==> config.mk <==
export PLATFORM = sky130hd
export DESIGN_NAME = stream_crop
export DESIGN_NICKNAME = d
export VERILOG_FILES = /design/src/rtl/stream_crop.sv
export SDC_FILE = /design/constraint.sdc
export NUM_CORES = 1
export LEC_CHECK = 0
export ABC_AREA = 1
export BUFFER_PORTS_ARGS = -buffer_cell sky130_fd_sc_hd__clkbuf_2
export CELL_PAD_IN_SITES_DETAIL_PLACEMENT = 1
export CELL_PAD_IN_SITES_GLOBAL_PLACEMENT = 1
export CORE_UTILIZATION = 42
export CTS_CLUSTER_DIAMETER = 100
export DETAILED_ROUTE_END_ITERATION = 10
export PLACE_DENSITY_LB_ADDON = 0.1
export SYNTH_ARGS = -nofsm -noshare
export SYNTH_HDL_FRONTEND = slang
export SYNTH_SLANG_ARGS = --single-unit
==> constraint.sdc <==
create_clock -name ap_clk -period 4.28 [get_ports ap_clk]
set_input_delay 0.214 -clock ap_clk [delete_from_list [all_inputs] [get_ports ap_clk]]
set_output_delay 0.214 -clock ap_clk [all_outputs]
set_load 0.1 [all_outputs]
==> src/rtl/stream_crop.sv <==
// Crops a rectangular window out of a raster-order pixel stream; one output register, latency 1.
// Optional crop_output_TLAST on the final window pixel when STREAM_CROP_TLAST_EN is defined.
module stream_crop #(
    parameter int PIXEL_BIT_WIDTH = 16,
    parameter int IN_ROWS         = 100,
    parameter int IN_COLS         = 160,
    parameter int OUT_ROWS        = 48,
    parameter int OUT_COLS        = 48,
    parameter int Y_1             = 10,
    parameter int X_1             = 10
) (
    input  logic                       ap_clk,
    input  logic                       ap_rst_n,
    input  logic                       ap_start,
    output logic                       ap_done,
    output logic                       ap_idle,
    output logic                       ap_ready,
    input  logic [PIXEL_BIT_WIDTH-1:0] crop_input_TDATA,
    input  logic                       crop_input_TVALID,
    output logic                       crop_input_TREADY,
    output logic [PIXEL_BIT_WIDTH-1:0] crop_output_TDATA,
    output logic                       crop_output_TVALID,
`ifdef STREAM_CROP_TLAST_EN
    output logic                       crop_output_TLAST,
`endif
    input  logic                       crop_output_TREADY
);

    localparam int ROW_W = (IN_ROWS > 1) ? $clog2(IN_ROWS) : 1;
    localparam int COL_W = (IN_COLS > 1) ? $clog2(IN_COLS) : 1;

    localparam logic [ROW_W-1:0] ROW_FIRST = ROW_W'(Y_1);
    localparam logic [ROW_W-1:0] ROW_LAST  = ROW_W'(Y_1 + OUT_ROWS - 1);
    localparam logic [ROW_W-1:0] ROW_END   = ROW_W'(IN_ROWS - 1);
    localparam logic [COL_W-1:0] COL_FIRST = COL_W'(X_1);
    localparam logic [COL_W-1:0] COL_LAST  = COL_W'(X_1 + OUT_COLS - 1);
    localparam logic [COL_W-1:0] COL_END   = COL_W'(IN_COLS - 1);

    if ((Y_1 + OUT_ROWS > IN_ROWS) || (X_1 + OUT_COLS > IN_COLS)) begin : g_bad_window
        $error("stream_crop: crop window exceeds the input frame");
    end

    typedef enum logic [1:0] {
        IDLE  = 2'd0,
        RUN   = 2'd1,
        DRAIN = 2'd2,
        DONE  = 2'd3
    } state_t;

    state_t                     state_q, state_d;
    logic [ROW_W-1:0]           row_q, row_d;
    logic [COL_W-1:0]           col_q, col_d;
    logic [PIXEL_BIT_WIDTH-1:0] data_q, data_d;
    logic                       vld_q, vld_d;
    logic                       tlast_q, tlast_d;

    logic in_win;
    logic in_ready;
    logic beat;
    logic last_beat;

    assign in_win    = (row_q >= ROW_FIRST) && (row_q <= ROW_LAST) &&
                       (col_q >= COL_FIRST) && (col_q <= COL_LAST);
    // Out-of-window beats are always consumable: they never touch the output register.
    assign in_ready  = (state_q == RUN) && (!in_win || !vld_q || crop_output_TREADY);
    assign beat      = crop_input_TVALID && in_ready;
    assign last_beat = (row_q == ROW_END) && (col_q == COL_END);

    always_comb begin
        state_d = state_q;
        row_d   = row_q;
        col_d   = col_q;
        data_d  = data_q;
        vld_d   = vld_q;
        tlast_d = tlast_q;

        case (state_q)
            IDLE: begin
                if (ap_start) begin
                    state_d = RUN;
                    row_d   = '0;
                    col_d   = '0;
                end
            end
            RUN: begin
                if (beat) begin
                    if (last_beat) begin
                        state_d = DRAIN;
                        row_d   = '0;
                        col_d   = '0;
                    end else if (col_q == COL_END) begin
                        col_d = '0;
                        row_d = row_q + ROW_W'(1);
                    end else begin
                        col_d = col_q + COL_W'(1);
                    end
                end
            end
            DRAIN: begin
                if (!vld_q) state_d = DONE;
            end
            DONE: state_d = IDLE;
            default: state_d = IDLE;
        endcase

        // A load on the same cycle as a drain overwrites, keeping valid high.
        if (vld_q && crop_output_TREADY) vld_d = 1'b0;
        if (beat && in_win) begin
            data_d  = crop_input_TDATA;
            vld_d   = 1'b1;
            tlast_d = (row_q == ROW_LAST) && (col_q == COL_LAST);
        end
    end

    always_ff @(posedge ap_clk or negedge ap_rst_n) begin
        if (!ap_rst_n) begin
            state_q <= IDLE;
            row_q   <= '0;
            col_q   <= '0;
            data_q  <= '0;
            vld_q   <= 1'b0;
            tlast_q <= 1'b0;
        end else begin
            state_q <= state_d;
            row_q   <= row_d;
            col_q   <= col_d;
            data_q  <= data_d;
            vld_q   <= vld_d;
            tlast_q <= tlast_d;
        end
    end

    assign ap_done            = (state_q == DONE);
    assign ap_ready           = (state_q == DONE);
    assign ap_idle            = (state_q == IDLE);
    assign crop_input_TREADY  = in_ready;
    assign crop_output_TDATA  = data_q;
    assign crop_output_TVALID = vld_q;
`ifdef STREAM_CROP_TLAST_EN
    assign crop_output_TLAST  = tlast_q;
`else
    logic unused_tlast;
    assign unused_tlast = tlast_q;
`endif

endmodule

==> metrics <==
Final Wtd Congestion between 0.8 and 0.9; peak supply drop around 0.21 mV; Post-synth EDFFs 0; CTS resizes 0; Fillers 576; status completed; CTS Buf Count 5; placed cells around 350; # IOs 42; FMAX around 430 MHz; Critical Path End Type output pin; Worst setup SP type register; count leader, synth nand2_1; via count 1785; Max Buffers Root-to-Sink 2; Vias/cell roughly 5.0; area leader, netlist dfrtp_1; most frequent cells after synthesis nand2_1, inv_1, dfrtp_1, nor2_1, nand4_1; sequential area share after synthesis 0.4203; Sw Ratio 0.4865; Slew Limit Fails 0; Mapped Cells 261; fraction of layout instances using a drive strength above 1 0.1980; Synth Area per Inst between 7 and 8 um2; Rows 24; H-tree levels 2; Total Routed Length 5.042 mm; P&R area growth vs syn 15.45%; PortBufs 41; DIE AREA around 5100 um2; internal power 599.0 uW; power per cell area roughly 500 nW/um2; DRC viols 0; Reg clk slew, reported paths approximately 70 ps; syn nets approximately 290; Antenna Nets Post-Route 0; Starting Density 0.4494; Die X 71.43 um; RSZ-0062 raised after global routing no; Root Driver clkbuf_8; Post-CTS Setup Bufs 0; Worst slew margin 0.4100; total negative setup slack 0 ps; DP HPWL slightly below 4 mm; Clock Power Share 0.212; DRT Pass-1 Iters 4; CTS Hold Bufs 0; path type of the worst setup path register to output pin; CTS tree done; YS warnings 0; Die H slightly above 70 um; Mapped Area between 2000 and 2500 um2; Slew @ Worst Pin roughly 890 ps; Yosys cell types 31; Data arrival, critical path between 2000 and 2500 ps; post-DR wirelength/cell about 14 um; first-pass GRT wire length ~8.7 mm; sequential power share 0.325; # diodes 0; ys flop type dfrtp_1; pin count of the biggest net entering global routing 35; CP required between 4000 and 5000 ps; non-filler cells in the finished layout between 300 and 400; Tcrit/Tclk final 0.5456; critical path peak fanout 6; core area roughly 4500 um2; global route total overflow 0; worst skew pair latency approximately 280 ps; drt first-iter violations 85; top cells by area, synth dfrtp_1, nand2_1, ha_1, inv_1, nand4_1; Final setup violation count 0; maxcap violations 0; CTS Sinks 34; NetSw 567.5 uW; Setup Skew 6.968 ps; Multi-input gate area roughly 1000 um2; vias in the first global route between 1500 and 2000; hold crit path type input port to async pin; Yosys top cell area share 0.4203; Fin. Hold Viols 0; antenna violations before repair 0; Final nets ~330; FFs w/ async S/R, synth 1.000; total track usage 0.2201; Period minus WS final 2335 ps; leakage power between 1 and 1.5 nW; synthesized flop and latch total 34; Gate power share 0.463; Sequential cell area between 800 and 900 um2
## critical path: stages (launching register included)
cell and delay (ps):
dfrtp_1 450, inv_1 110, ha_1 200, o21ai_0 180
nand2_1 90, nand3_2 90, nor2_4 50, a21oi_2 150
clkbuf_2 500
## metal layers
layer	wire (um)	share of wire	track usage
met5	0	0	0
met4	72	0.014	0.07111
met3	216	0.043	0.05767
met2	2368	0.47	0.3630
met1	2385	0.47	0.2829
## stage by stage
step                total power [mW]  hold slack [ps]    util  instance area (um2)  setup WS [ps]
floorplan                     0.8232           -81.59       -                 2024           1601
global placement              0.9049            366.9  0.4986                 2246           2049
detailed placement            0.9270            370.5  0.4986                 2246           1959
CTS                            1.179            59.46  0.5189                 2337           1913
global route                   1.236            108.7  0.5189                 2337           1728
finish                         1.167            41.90  0.5189                 2337           1945
## area by class of cell
type	count	area share
well taps	52	0.02784
inverters	38	0.06103
flip-flops and latches	34	0.3640
clock buffers	7	0.03694
clock inverters	1	0.002141
multi-input cells	182	0.4202
repair buffers	41	0.08779
## flip-flops by register name (all words and copies together), names as in the netlist
name	cells
col_q	8
crop_output_TDATA	16
crop_output_TVALID	1
row_q	7
state_q	2
## worst paths after layout
check / from / end / slack (ps) / cells past startpoint
setup / recovery: col_q[0]$_DFFE_PN0P_ / crop_input_TREADY / 1940 / 8
hold / removal: ap_rst_n / row_q[4]$_DFFE_PN0P_ / 40 / 1
setup reg to reg: col_q[0]$_DFFE_PN0P_ / col_q[4]$_DFFE_PN0P_ / 1960 / 12
hold reg to reg: crop_output_TDATA[13]$_DFFE_PN0P_ / crop_output_TDATA[13]$_DFFE_PN0P_ / 500 / 2
max in group asynchronous: ap_rst_n / crop_output_TDATA[8]$_DFFE_PN0P_ / 3690 / 1
min in group ap_clk: crop_output_TREADY / crop_output_TVALID$_DFFE_PN0P_ / 140 / 2
## power groups by stage
stage                     clock, mW  combinational [mW]  sequential (mW)
after floorplan                   0               0.447            0.376
after global placement            0               0.522            0.383
after detailed placement          0               0.542            0.385
after CTS                     0.256               0.544            0.379
after global routing          0.267               0.586            0.383
final                         0.247               0.540            0.380
## kinds of logic after synthesis
family,Yosys count,share of synthesized area
buffers and inverters,45,0.09456
adder cells (fa/ha/maj),11,0.06798
flip-flops,34,0.4203
AND/OR/NAND/NOR,137,0.3084
AO/OA/AOI/OAI,27,0.07850
XOR/XNOR,7,0.03028
## cell usage in the layout (no fill, tap or decap)
cell / count
a2111oi_0: 1
a21oi_1: 2
a21oi_2: 1
a21oi_4: 1
clkbuf_1: 1
clkbuf_2: 41
clkbuf_8: 6
clkinv_1: 2
clkinv_2: 1
dfrtp_1: 34
ha_1: 11
inv_1: 36
nand2_1: 75
nand2_2: 1
nand3_1: 6
nand3_2: 2
nand3_4: 1
nand4_1: 18
nor2_1: 25
nor2_2: 1
nor2_4: 1
nor3_1: 2
nor3_2: 1
nor4_1: 1
o21ai_0: 4
o21ai_1: 16
o21bai_1: 1
o31ai_1: 1
or2_2: 3
xnor2_1: 2
xor2_1: 5
Note: power is estimated with default switching activity, not from simulation.
